**config.mk**
```make
export PLATFORM = sky130hd
export DESIGN_NAME = decoder_scan
export DESIGN_NICKNAME = d
export VERILOG_FILES = /design/src/rtl/decoder_scan_pkg.sv /design/src/rtl/decoder_scan_onehot_dec.sv /design/src/rtl/decoder_scan.sv
export SDC_FILE = /design/constraint.sdc
export NUM_CORES = 1
export LEC_CHECK = 0
export CAP_MARGIN = 40
export CORE_MARGIN = 8
export CORE_UTILIZATION = 50
export DETAILED_ROUTE_END_ITERATION = 6
export GPL_ROUTABILITY_DRIVEN = 1
export GPL_TIMING_DRIVEN = 0
export PLACE_DENSITY = 0.88
export SLEW_MARGIN = 20
export SYNTH_ARGS = -nofsm -noshare
export SYNTH_HDL_FRONTEND = slang
export SYNTH_SLANG_ARGS = --single-unit
```
**constraint.sdc**
```tcl
create_clock -name sys_clk -period 3.5 [get_ports sys_clk]
set_input_delay 0.7 -clock sys_clk [delete_from_list [all_inputs] [get_ports sys_clk]]
set_output_delay 0.7 -clock sys_clk [all_outputs]
set_load 0.05 [all_outputs]
```
**src/rtl/decoder_scan_pkg.sv**
```systemverilog
`default_nettype none
// ============================================================================
//  Module      : decoder_scan_pkg
//  Description : Shared types and helpers for the decoder_scan block:
//                controller state encoding, mode encodings and the
//                one-hot output width helper.
//  Revision    : 1.0 - initial release
// ============================================================================
package decoder_scan_pkg;

    // Controller states. ST_BLANK is only reachable when the block is
    // built with DECODER_SCAN_BLANK_EN defined.
    typedef enum logic [1:0] {
        ST_OFF    = 2'd0,
        ST_DIRECT = 2'd1,
        ST_SCAN   = 2'd2,
        ST_BLANK  = 2'd3
    } state_e;

    localparam logic MODE_DIRECT = 1'b0;
    localparam logic MODE_SCAN   = 1'b1;

    // Number of one-hot outputs for a given select width (2**sel_w).
    function automatic int unsigned onehot_width(input int unsigned sel_w);
        return 32'd1 << sel_w;
    endfunction

endpackage : decoder_scan_pkg
`default_nettype wire

```
**src/rtl/decoder_scan_onehot_dec.sv**
```systemverilog
`default_nettype none
// ============================================================================
//  Module      : onehot_dec
//  Description : Combinational SEL_W-to-2**SEL_W one-hot decoder with a
//                force-to-zero enable.
//  Ports       : en_i     - 0 forces the output to all-zero
//                code_i   - binary select code
//                onehot_o - one-hot decode of code_i (or zero)
//  Revision    : 1.0 - initial release
// ============================================================================
module onehot_dec
    import decoder_scan_pkg::*;
#(
    parameter int SEL_W = 3
) (
    input  logic                               en_i,
    input  logic [SEL_W-1:0]                   code_i,
    output logic [onehot_width(SEL_W)-1:0]     onehot_o
);

    always_comb begin
        onehot_o = '0;
        if (en_i) begin
            onehot_o[code_i] = 1'b1;
        end
    end

endmodule : onehot_dec
`default_nettype wire

```
**src/rtl/decoder_scan.sv**
```systemverilog
`default_nettype none
// ============================================================================
//  Module      : decoder_scan
//  Description : Registered binary-to-one-hot decoder with a latched select
//                code (DIRECT mode) and an autonomous scanning walk through
//                all positions with a programmable dwell (SCAN mode).
//  Ports       : sys_clk  - clock, rising edge
//                sys_rst  - synchronous active-high reset
//                en       - block enable, 0 forces outputs off
//                mode     - 0 = DIRECT, 1 = SCAN
//                sel_in   - select code, latched when sel_vld=1
//                sel_vld  - single-cycle strobe for sel_in
//                dwell    - cycles per scan position minus one
//                out      - registered one-hot (or zero) output
//                pos      - registered binary index of driven position
//                wrap     - one-cycle pulse when the scan returns to 0
//  Options     : DECODER_SCAN_BLANK_EN - insert a one-cycle all-zero BLANK
//                state between scan positions (anti-ghosting).
//  Revision    : 1.0 - initial release
// ============================================================================
module decoder_scan
    import decoder_scan_pkg::*;
#(
    parameter int SEL_W   = 3,
    parameter int DWELL_W = 16
) (
    input  logic                           sys_clk,
    input  logic                           sys_rst,
    input  logic                           en,
    input  logic                           mode,
    input  logic [SEL_W-1:0]               sel_in,
    input  logic                           sel_vld,
    input  logic [DWELL_W-1:0]             dwell,
    output logic [onehot_width(SEL_W)-1:0] out,
    output logic [SEL_W-1:0]               pos,
    output logic                           wrap
);

    localparam int               OUT_W   = onehot_width(SEL_W);
    localparam logic [SEL_W-1:0] POS_MAX = '1;

    state_e               state_q, state_d;
    logic [SEL_W-1:0]     code_q, code_d;
    logic [SEL_W-1:0]     pos_q, pos_d;
    logic [DWELL_W-1:0]   cnt_q, cnt_d;
    logic [OUT_W-1:0]     out_q, out_d;
    logic                 wrap_q, wrap_d;
    logic                 drive_d;

    // Next-state logic. pos_d is always the index that will be driven next
    // cycle, so out and pos are loaded from the same decision on one edge.
    always_comb begin
        state_d = state_q;
        code_d  = sel_vld ? sel_in : code_q;
        pos_d   = pos_q;
        cnt_d   = cnt_q;
        wrap_d  = 1'b0;
        drive_d = 1'b0;

        if (!en) begin
            state_d = ST_OFF;
            cnt_d   = '0;
        end else begin
            case (state_q)
                ST_OFF, ST_DIRECT: begin
                    if (mode == MODE_SCAN) begin
                        state_d = ST_SCAN;
                        pos_d   = '0;
                        cnt_d   = '0;
                    end else begin
                        // code_q equals pos_q while in DIRECT, so this both
                        // holds the output and applies a fresh strobe.
                        state_d = ST_DIRECT;
                        pos_d   = code_d;
                    end
                    drive_d = 1'b1;
                end
                ST_SCAN: begin
                    if (mode == MODE_DIRECT) begin
                        state_d = ST_DIRECT;
                        pos_d   = code_d;
                        drive_d = 1'b1;
                    end else if (cnt_q >= dwell) begin
                        // >= so a live dwell decrease never stalls the walk.
                        cnt_d = '0;
                        pos_d = pos_q + SEL_W'(1);
`ifdef DECODER_SCAN_BLANK_EN
                        state_d = ST_BLANK;
`else
                        drive_d = 1'b1;
                        wrap_d  = (pos_q == POS_MAX);
`endif
                    end else begin
                        cnt_d   = cnt_q + DWELL_W'(1);
                        drive_d = 1'b1;
                    end
                end
`ifdef DECODER_SCAN_BLANK_EN
                ST_BLANK: begin
                    if (mode == MODE_DIRECT) begin
                        state_d = ST_DIRECT;
                        pos_d   = code_d;
                    end else begin
                        // pos already advanced on entry to BLANK.
                        state_d = ST_SCAN;
                        cnt_d   = '0;
                        wrap_d  = (pos_q == '0);
                    end
                    drive_d = 1'b1;
                end
`endif
                default: begin
                    state_d = ST_OFF;
                end
            endcase
        end
    end

    onehot_dec #(
        .SEL_W    (SEL_W)
    ) u_onehot_dec (
        .en_i     (drive_d),
        .code_i   (pos_d),
        .onehot_o (out_d)
    );

    always_ff @(posedge sys_clk) begin
        if (sys_rst) begin
            state_q <= ST_OFF;
            code_q  <= '0;
            pos_q   <= '0;
            cnt_q   <= '0;
            out_q   <= '0;
            wrap_q  <= 1'b0;
        end else begin
            state_q <= state_d;
            code_q  <= code_d;
            pos_q   <= pos_d;
            cnt_q   <= cnt_d;
            out_q   <= out_d;
            wrap_q  <= wrap_d;
        end
    end

    assign out  = out_q;
    assign pos  = pos_q;
    assign wrap = wrap_q;

endmodule : decoder_scan
`default_nettype wire

```
==> flow_summary.yaml <==
die:
  die_x_um: 76.6
  num_io_pins: 36
  start_util_pct: 51.0
  core_area_um2: 3610
  dieArea_um2: 5870
  rows: 22
  die_h_um: 76.6
final_layout:
  syn2layout_area_growth_pct: 30.4
  antennaDiodeCount: 0
  fill_cells: 298
  drive_above_1_share_pct: 7.69
  ff_latch_area_um2: 661
  fin_nets: 315
  multiInputGateArea_um2: 1090
power_and_ir_drop:
  internal_power_mw: 0.662
  power_density_nw_per_um2: 357
  power_frac_comb_pct: 11.7
  leakagePower_nw: 0.968
  total_power_mw: 0.856
  power_frac_clock_pct: 43.4
  p_switching_mw: 0.194
  swShare_pct: 22.7
  seq_power_share_pct: 44.9
  vdd_drop_max_uv: 261
yosys:
  yosysWarnings: 0
  ys.flop_type: "dfxtp_1"
  yosys.area.top_type: "dfxtp_1"
  synth_area_leaders: "dfxtp_1, ha_1, nor2_1"
  ys_seq_area_share_pct: 35.9
  synth_top_cell_area_share_pct: 35.9
  synth-edff-count: 0
  netlist_area_um2: 1840
  ys_async_sr_fraction_pct: 0
  postSynthCellCount: 228
  synth_nets: 271
  syn_area_per_cell_um2: 8.06
  ys_types: 40
  ys_ff_latch: 33
clock_network:
  h-tree-depth: 2
  cts_sinks: 33
  insertion_delay_ns: 0.29
  cts_buffer_depth: 2
  cts_root_buf: "clkbuf_8"
  cts_buffers: 5
  tritoncts: "done"
  clkSlewWorstSetupHoldPaths_ns: 0.06
global_routing:
  grt_pass1_wl_um: 8040
  antenna_found_initial: 0
  grt_overflow_total: 0
  grtUsageTotal_pct: 16.5
  first_global_vias: 1867
  grt_max_degree: 11
timing:
  min_period_ns: 3.39
  worst_slew_pin_slew_ns: 0.614
  setup_violations: 0
  whs_ns: 0.505
  tns_ns: 0
  slew_headroom_pct: 58.9
  post-route-period-util_pct: 96.7
  finalMaxSlewViolations: 0
  clock.fmax_ghz: 0.295
  hold_viol: 0
  fin_worst_skew_ns: 0.00889
  rsz0062_at_grt: "false"
worst_setup_path:
  worstPathArrival_ns: 3.54
  path_max_fanout: 7
  cp_num_buf_inv: 3
  cp-end-kind: "register"
  cpPeakStageDelay_ns: 0.59
  critical_path_class: "in2reg"
  cp.depth: 11
  cp-start-kind: "input pin"
  cpLargestDelayFamily: "compound AO/OA/AOI/OAI gates"
  reg2regPathDepth: 9
  crit_slowest_cell: "or4_4"
  crit_required_ns: 3.66
  path_cells: "clkdlybuf4s50_1, inv_1, ha_1, nand4_1, or4_4, o32a_4, a31o_1, a222oi_1, buf_4, nand2b_1, nor2_1"
drt:
  vias: 1858
  wl_per_cell_um: 14.9
  antenna_left: 0
  wirelength_um: 4780
  drt_first_pass_iters: 5
  avgViaCountPerCell: 5.79
  drt_iter0_drc: 227
  drc: 0
place:
  gp_congestion: 0.809
  dp_hpwl_um: 3410
  io_buffer_count: 35
hold_path:
  hold_class: "reg2reg"
  whs_path_depth: 2
run_status:
  status: "finished, final reports clean"
run:
  maxCapViolCount: 0
-- cell families after synthesis --
| logic type | after synthesis | synth area share (%) |
|---|---|---|
| flip-flops | 33 | 35.9 |
| AO/OA/AOI/OAI | 50 | 17.6 |
| multiplexers | 3 | 1.77 |
| buffers and inverters | 26 | 5.31 |
| adder cells (fa/ha/maj) | 19 | 12.9 |
| AND/OR/NAND/NOR | 97 | 26.5 |
-- layout by cell type, fill, tap and decap left out, types with 2 or more instances in the layout --
cell             instances
or3_1                    4
dfxtp_1                 33
and3_2                   2
clkbuf_1                 4
or4_4                    2
nor4_1                   3
nand3b_1                10
nand2_1                 18
o21ai_0                 14
a21o_1                   2
clkdlybuf4s50_1         35
and2_0                   2
and3_1                   2
a222oi_1                 2
nand2b_1                 3
nand4_1                  3
buf_4                    2
nand3_1                  6
nor3_1                   4
clkbuf_2                 2
o21a_1                   2
clkbuf_8                 6
inv_1                   21
ha_1                    19
a21oi_1                 19
mux2_2                   2
nor2_1                  34
-- layout make-up --
type	instances	share of cell area, %
buffer	5	0.887
clock inverter	1	1.25
timing repair buffer	37	15.2
tap	48	2.51
clock buffer	7	3.60
inverter	21	3.29
multi-input combinational	169	45.7
sequential	33	27.6
-- cell usage after synthesis (2+ instances only) --
| master | n |
|---|---|
| clkbuf_1 | 5 |
| nand4_1 | 3 |
| nand2_1 | 18 |
| nor2_1 | 34 |
| dfxtp_1 | 33 |
| o21ai_0 | 14 |
| ha_1 | 19 |
| mux2_2 | 2 |
| nand3_1 | 6 |
| a222oi_1 | 2 |
| nor3_1 | 4 |
| nand3b_1 | 10 |
| and3_1 | 2 |
| nor4_1 | 3 |
| a21oi_1 | 19 |
| or3_1 | 4 |
| o21a_1 | 2 |
| a21o_1 | 2 |
| and3_2 | 2 |
| inv_1 | 21 |
| nand2b_1 | 3 |
| and2_0 | 2 |
-- repair_timing --
action	CTS	global route
setup buffers	2	0
resized for setup	0	7
hold buffers	0	0
setup endpoints to repair	8	13
pin swaps	2	0
-- flip-flops by register name, summed over array words and instances, names as in the netlist --
name / flops
state_q: 2
cnt_q: 16
out: 8
code_q: 3
wrap: 1
pos: 3
-- through the flow --
step,util [%],area [um2],setup WS [ns],std cells
5_1_grt,66.5,2400,0.000617,321
3_3_place_gp,62.4,2250,-0.293,311
6_report,66.5,2400,0.115,321
2_1_floorplan,-,1840,0.484,228
3_5_place_dp,62.4,2250,-0.430,311
4_1_cts,66.0,2380,0.0324,321
-- path summary, 6_finish.rpt --
| kind | from | slack (ns) | to |
|---|---|---|---|
| max | dwell[15] | 0.11 | out[5] |
| min | cnt_q[13] | 0.51 | cnt_q[13] |
| max reg2reg | cnt_q[13] | 0.69 | out[5] |
| min reg2reg | cnt_q[13] | 0.51 | cnt_q[13] |
-- tightest hold or removal path: stages, from the launching register on --
cell	delay (ns)
dfxtp_1	0.34
nand2_1	0.07
a21oi_1	0.05
-- per-layer routing --
layer / track usage [%] / share of wire [%] / vias up / routed length [um]
li1: - / - / 892 / -
met1: 17.9 / 39 / 842 / 1860
met2: 27.9 / 50 / 102 / 2370
met3: 3.77 / 7.2 / 22 / 345
met4: 11.2 / 4.2 / 0 / 202
met5: 0 / 0 / - / 0
-- power groups by stage --
stage / combinational, mW / clock [mW] / sequential, mW
final: 0.100 / 0.371 / 0.384
after CTS: 0.0985 / 0.374 / 0.384
after global routing: 0.109 / 0.398 / 0.384
after global placement: 0.0929 / 0 / 0.392
after detailed placement: 0.0956 / 0 / 0.393
after floorplan: 0.0399 / 0 / 0.402
(Power assumes the default switching activity.)
